**config.mk**
```make
export PLATFORM = sky130hd
export DESIGN_NAME = up_mem_responder_flat
export DESIGN_NICKNAME = d
export VERILOG_FILES = /design/src/rtl/up_mem_responder_if.sv /design/src/rtl/up_mem_responder.sv /design/src/flat_wrapper.sv
export SDC_FILE = /design/constraint.sdc
export NUM_CORES = 2
export LEC_CHECK = 0
export CAP_MARGIN = 20
export CORE_MARGIN = 3
export CORE_UTILIZATION = 60
export DETAILED_ROUTE_END_ITERATION = 16
export GPL_TIMING_DRIVEN = 0
export PLACE_DENSITY_LB_ADDON = 0.15
export SLEW_MARGIN = 30
export SYNTH_ARGS = -nofsm -noshare
export SYNTH_HDL_FRONTEND = slang
export SYNTH_SLANG_ARGS = --single-unit
```
**constraint.sdc**
```tcl
create_clock -name clk -period 3.71 [get_ports clk]
set_input_delay 0.371 -clock clk [delete_from_list [all_inputs] [get_ports clk]]
set_output_delay 0.371 -clock clk [all_outputs]
set_load 0.005 [all_outputs]
```
**src/rtl/up_mem_responder_if.sv**
```systemverilog
// Multiplexed address/data bus between the controller/datapath (master)
// and the memory responder (slave).
interface up_mem_responder_if;
  logic       ale;
  logic       mem_we;
  logic [7:0] bus_in;
  logic [7:0] bus_out;
  logic       bus_oe;
  logic       mem_re;
  logic       busy;
  logic       wp_err;

  modport master (
    output ale, mem_we, bus_in,
    input  bus_out, bus_oe, mem_re, busy, wp_err
  );

  modport slave (
    input  ale, mem_we, bus_in,
    output bus_out, bus_oe, mem_re, busy, wp_err
  );
endinterface

```
**src/rtl/up_mem_responder.sv**
```systemverilog
// ALE-framed memory responder with a 2**ADDR_W x 8 RAM and programmable read wait states.
// Optional write protection above WP_BASE is enabled by defining UP_MEM_WRITE_PROTECT_EN.
module up_mem_responder #(
  parameter int unsigned ADDR_W      = 8,
  parameter int unsigned WAIT_STATES = 0,
  parameter logic [7:0]  WP_BASE     = 8'h80
) (
  input  logic                clk,
  input  logic                nRst,
  up_mem_responder_if.slave   bus
);

  localparam int unsigned DEPTH = 2 ** ADDR_W;

  localparam logic [1:0] S_IDLE  = 2'd0;
  localparam logic [1:0] S_ARMED = 2'd1;
  localparam logic [1:0] S_WAIT  = 2'd2;
  localparam logic [1:0] S_DATA  = 2'd3;

  localparam logic [3:0] WS_RELOAD = (WAIT_STATES > 0) ? 4'(WAIT_STATES - 1) : 4'd0;

  logic [7:0]        mem_q [DEPTH];
  logic              mem_wr;

  logic [1:0]        state_q, state_d;
  logic [ADDR_W-1:0] addr_q, addr_d;
  logic [3:0]        wait_cnt_q, wait_cnt_d;
  logic [7:0]        bus_out_q, bus_out_d;
  logic              bus_oe_q, bus_oe_d;
  logic              mem_re_q, mem_re_d;
  logic              busy_q, busy_d;
  logic              wp_err_q, wp_err_d;
  logic              load_data;
  logic              wp_hit;

`ifdef UP_MEM_WRITE_PROTECT_EN
  localparam int unsigned WP_BASE_I = 32'(WP_BASE);
  assign wp_hit = (32'(addr_q) >= WP_BASE_I);
`else
  logic [7:0] unused_wp_base;
  assign unused_wp_base = WP_BASE;
  assign wp_hit         = 1'b0;
`endif

  always_comb begin
    state_d    = state_q;
    addr_d     = addr_q;
    wait_cnt_d = wait_cnt_q;
    bus_out_d  = bus_out_q;
    bus_oe_d   = 1'b0;
    mem_re_d   = 1'b0;
    wp_err_d   = 1'b0;
    mem_wr     = 1'b0;
    load_data  = 1'b0;

    // A new ALE in any state starts a fresh transaction and outranks mem_we.
    if (bus.ale) begin
      addr_d  = bus.bus_in[ADDR_W-1:0];
      state_d = S_ARMED;
    end else begin
      case (state_q)
        S_IDLE: state_d = S_IDLE;
        S_ARMED: begin
          if (bus.mem_we) begin
            if (wp_hit) wp_err_d = 1'b1;
            else        mem_wr   = 1'b1;
            state_d = S_IDLE;
          end else if (WAIT_STATES == 0) begin
            load_data = 1'b1;
            state_d   = S_DATA;
          end else begin
            wait_cnt_d = WS_RELOAD;
            state_d    = S_WAIT;
          end
        end
        S_WAIT: begin
          if (wait_cnt_q == 4'd0) begin
            load_data = 1'b1;
            state_d   = S_DATA;
          end else begin
            wait_cnt_d = wait_cnt_q - 4'd1;
          end
        end
        S_DATA:  state_d = S_IDLE;
        default: state_d = S_IDLE;
      endcase
    end

    // Read data and strobes are registered on entry to DATA so they line up with that state.
    if (load_data) begin
      bus_out_d = mem_q[addr_q];
      bus_oe_d  = 1'b1;
      mem_re_d  = 1'b1;
    end

    busy_d = (state_d != S_IDLE);
  end

  always_ff @(posedge clk or negedge nRst) begin
    if (!nRst) begin
      state_q    <= S_IDLE;
      addr_q     <= '0;
      wait_cnt_q <= '0;
      bus_out_q  <= '0;
      bus_oe_q   <= 1'b0;
      mem_re_q   <= 1'b0;
      busy_q     <= 1'b0;
      wp_err_q   <= 1'b0;
    end else begin
      state_q    <= state_d;
      addr_q     <= addr_d;
      wait_cnt_q <= wait_cnt_d;
      bus_out_q  <= bus_out_d;
      bus_oe_q   <= bus_oe_d;
      mem_re_q   <= mem_re_d;
      busy_q     <= busy_d;
      wp_err_q   <= wp_err_d;
    end
  end

  // RAM contents survive reset and are undefined until written.
  always_ff @(posedge clk) begin
    if (mem_wr) mem_q[addr_q] <= bus.bus_in;
  end

  assign bus.bus_out = bus_out_q;
  assign bus.bus_oe  = bus_oe_q;
  assign bus.mem_re  = mem_re_q;
  assign bus.busy    = busy_q;
  assign bus.wp_err  = wp_err_q;

endmodule

```
**src/flat_wrapper.sv**
```systemverilog
// flat-port wrapper written by rule: the top's interface ports become plain ports
module up_mem_responder_flat 
#(
  parameter int unsigned ADDR_W      = 8,
  parameter int unsigned WAIT_STATES = 0,
  parameter logic [7:0]  WP_BASE     = 8'h80
)
  (clk, nRst, bus_ale, bus_mem_we, bus_bus_in, bus_bus_out, bus_bus_oe, bus_mem_re, bus_busy, bus_wp_err);
  up_mem_responder_if bus_i ();
  input  logic clk;
  input  logic nRst;
  input wire logic [$bits(bus_i.ale)-1:0] bus_ale;
  input wire logic [$bits(bus_i.mem_we)-1:0] bus_mem_we;
  input wire logic [$bits(bus_i.bus_in)-1:0] bus_bus_in;
  output wire logic [$bits(bus_i.bus_out)-1:0] bus_bus_out;
  output wire logic [$bits(bus_i.bus_oe)-1:0] bus_bus_oe;
  output wire logic [$bits(bus_i.mem_re)-1:0] bus_mem_re;
  output wire logic [$bits(bus_i.busy)-1:0] bus_busy;
  output wire logic [$bits(bus_i.wp_err)-1:0] bus_wp_err;
  assign bus_i.ale = bus_ale;
  assign bus_i.mem_we = bus_mem_we;
  assign bus_i.bus_in = bus_bus_in;
  assign bus_bus_out = bus_i.bus_out;
  assign bus_bus_oe = bus_i.bus_oe;
  assign bus_mem_re = bus_i.mem_re;
  assign bus_busy = bus_i.busy;
  assign bus_wp_err = bus_i.wp_err;
  up_mem_responder #(.ADDR_W(ADDR_W), .WAIT_STATES(WAIT_STATES), .WP_BASE(WP_BASE)) u_core (.clk(clk), .nRst(nRst), .bus(bus_i));
endmodule
```
==> results.json <==
{
  "drt-wirelength-per-cell_microns": 40.6,
  "reg2reg_depth": 9,
  "synthArstFlopShare_pct": 1.16,
  "nFillCells": 7885,
  "antenna_found_initial": 7,
  "maxSlewViolCount": 0,
  "tns_ns": -2.89,
  "finalNonFillerCells": 6046,
  "grt_start_max_net_pins": 128,
  "fin_hold_ws_ns": 0.00381,
  "track_usage_pct": 36.0,
  "clock_sinks": 2072,
  "hold_class": "in -> reg",
  "worst-path-buf-inv": 3,
  "crit_start": "u_core.addr_q[3]",
  "grt_pass1_wl_mm": 336,
  "ctsHtreeMaxLevel": 4,
  "numPortBuffers": 21,
  "crit_chain": "buf_4 -> buf_2 -> buf_2 -> nand2_1 -> a32o_1 -> a2111oi_0 -> a31oi_1 -> or4_1 -> o311ai_1",
  "synthTopCellsByCount": "edfxtp_1, mux4_2, nor2_1",
  "p_leak_nw": 28.8,
  "drcViolationCount": 0,
  "die_area_sq_mm": 0.139,
  "worstReg2RegEnd": "u_core.bus.bus_out[3]",
  "relSlewSlack_pct": 29.1,
  "syn_avg_cell_area_sq_um": 21.1,
  "synth_top_area_share_pct": 76.3,
  "clk_path_buf_depth": 3,
  "cts_tree": "built",
  "start_util_pct": 60.9,
  "r2r-start": "u_core.addr_q[3]",
  "dr.pass1.iters": 9,
  "multiInputGateArea_sq_mm": 0.0188,
  "finalWirelength_mm": 245,
  "dpl.hpwl_mm": 161,
  "ir_drop_uv": 505,
  "synth_most_common_cell": "edfxtp_1",
  "drt_iter0_drc": 7233,
  "die_w_microns": 373,
  "r2r_setup_slack_ns": -0.13,
  "power.density_mw_per_mm2": 554,
  "grt_pass1_vias": 42400,
  "cp.arrival_ns": 4.57,
  "synth_edf_count": 2048,
  "status": "finished, violations left",
  "ys_ff_latch": 2072,
  "synth_cell_types": 69,
  "numCtsBuffers": 198,
  "crit_fanout": 10,
  "clock_latency_ns": 0.83,
  "place_inst": 5647,
  "max_slew.worst_pin.slew_ns": 1.06,
  "area_delta_synth_final_pct": 15.3,
  "cpPeakStageDelay_ns": 0.86,
  "clk_pin_slew_ns": 0.07,
  "synth_top_area_cell": "edfxtp_1",
  "fin_nets": 4140,
  "cp.required_ns": 4.44,
  "final_layout_size_suffix_gt1_share_pct": 32.0,
  "violations": "negative setup slack",
  "fin_util_pct": 70.1,
  "finalCriticalPeriod_ns": 3.84,
  "synth-main-ff-cell": "edfxtp_1",
  "totalPowerFinal_mw": 51.4,
  "ys_top_cells_by_area": "edfxtp_1, mux4_2, nor2_1",
  "critical_path.top_delay_family": "compound AO/OA/AOI/OAI gates",
  "rows": 133,
  "core_sq_mm": 0.132,
  "cts_root_buf": "clkbuf_16",
  "crit_cells": 9,
  "die_height_microns": 373,
  "end_kind": "flip-flop",
  "setup_violations": 136,
  "worstSetupPathType": "reg -> reg",
  "routed-via-count": 43635,
  "syn_area_sq_mm": 0.0806,
  "ant_nets": 0,
  "synth_nets": 3843,
  "pin_count": 24,
  "via_per_inst": 7.22,
  "syn_inst": 3826,
  "crit_end": "u_core.bus.bus_out[3]",
  "cpMaxStageDelayCell": "a2111oi_0",
  "place_congestion": 1.00,
  "fin_crit_sh_pct": 103,
  "ys_seq_area_share_pct": 77.0,
  "yosysWarningCount": 0,
  "cp-start-kind": "flip-flop",
  "cap_violations": 0,
  "max_freq_ghz": 0.261,
  "finalClockSkew_ns": 0.0345,
  "overflow": 0,
  "cp_common_cell": "buf_2",
  "hold_viol_final": 0,
  "worst_slack_ns": -0.125,
  "regArea_sq_mm": 0.0621
}
==> registers in the layout, summed over array words and instances (netlist names) <==
| signal | flops |
|---|---|
| u_core.addr_q | 8 |
| u_core.bus.busy | 1 |
| u_core.bus.bus_out | 8 |
| u_core.mem_q | 2048 |
| u_core.bus.bus_oe | 1 |
| u_core.state_q | 2 |
| u_core.wait_cnt_q | 4 |
==> layout make-up <==
cell class / instances / area share, %
antenna: 2 / 0.00539
buffer: 230 / 1.82
clock buffer: 246 / 5.60
clock inverter: 120 / 1.52
inverter: 7 / 0.0323
multi-input combinational: 1512 / 20.2
sequential: 2072 / 66.8
tap: 1755 / 2.36
timing repair buffer: 102 / 1.57
==> timing repair <==
| item | CTS | global route |
|---|---|---|
| buffers inserted | 23 | 5 |
| setup endpoints to repair | 2014 | 1027 |
| gates resized for setup | 388 | 114 |
| pin swaps | 11 | 5 |
| hold buffers | 7 | 0 |
| hold endpoints to repair | 177 | 0 |
==> stage by stage <==
stage,setup slack (ns),cell area [sq um]
floorplan,0.904,80600
global placement,-5.59,83000
detailed placement,-1.64,84100
CTS,-0.161,92400
global route,-0.0164,92900
finish,-0.125,92900
==> where the power goes <==
part | internal, mW | total [mW] | switching, mW
Sequential | 25.8 | 25.9 | 0.0935
Clock | 11.9 | 20.7 | 8.83
Combinational | 1.64 | 4.87 | 3.23
==> logic make-up (layout without fill, tap and decap cells) <==
| kind of cell | Yosys count | in the layout | share of synthesized area (%) |
|---|---|---|---|
| flops | 2072 | 2072 | 77.0 |
| mux | 622 | 622 | 15.2 |
| xor+xnor | 2 | 2 | 0.0217 |
| simple gates | 559 | 559 | 3.16 |
| fa+ha+maj | 5 | 5 | 0.0776 |
| buf+inv | 242 | 705 | 1.83 |
| compound gates | 323 | 323 | 2.71 |
| other cells | 1 | 3 | 0.00465 |
==> worst min-delay path by stage <==
stage / start / to / slack [ns] / depth (start not counted)
floorplan: nRst / u_core.addr_q[0] / 0.08 / 0
global placement: u_core.wait_cnt_q[3] / u_core.wait_cnt_q[3] / 0.49 / 1
detailed placement: nRst / u_core.bus.bus_oe / 0.27 / 1
CTS: bus_bus_in[2] / u_core.mem_q[62][2] / 0.001 / 1
global route: bus_bus_in[2] / u_core.mem_q[62][2] / 0.01 / 1
finish: bus_bus_in[2] / u_core.mem_q[63][2] / 0.004 / 1
==> cells in the final DEF, fill, tap and decap left out, types with 31 or more instances in the layout <==
master / netlist / routed
edfxtp_1: 2048 / 2048
mux4_2: 457 / 457
clkbuf_16: 0 / 201
nor2_4: 0 / 144
o22ai_1: 106 / 105
mux2i_1: 101 / 97
nor2_2: 0 / 85
nand2_1: 90 / 85
buf_4: 44 / 84
clkbuf_1: 84 / 82
mux2_2: 51 / 51
nor2_1: 276 / 47
buf_6: 35 / 44
clkinv_1: 1 / 40
buf_2: 60 / 39
o21ai_0: 40 / 38
a21oi_1: 34 / 33
a22oi_1: 33 / 32
clkbuf_2: 2 / 31
clkinv_2: 0 / 31
==> routing by layer <==
layer  GRT usage, %  wire, microns  vias to the layer above
met1           48.8          85700                    22717
li1               -              -                    16624
met3           14.8          37300                      692
met5          0.926            343                        -
met4           15.2          12200                        9
met2           52.1         110000                     3593
Power figures use the tool's default switching activity.
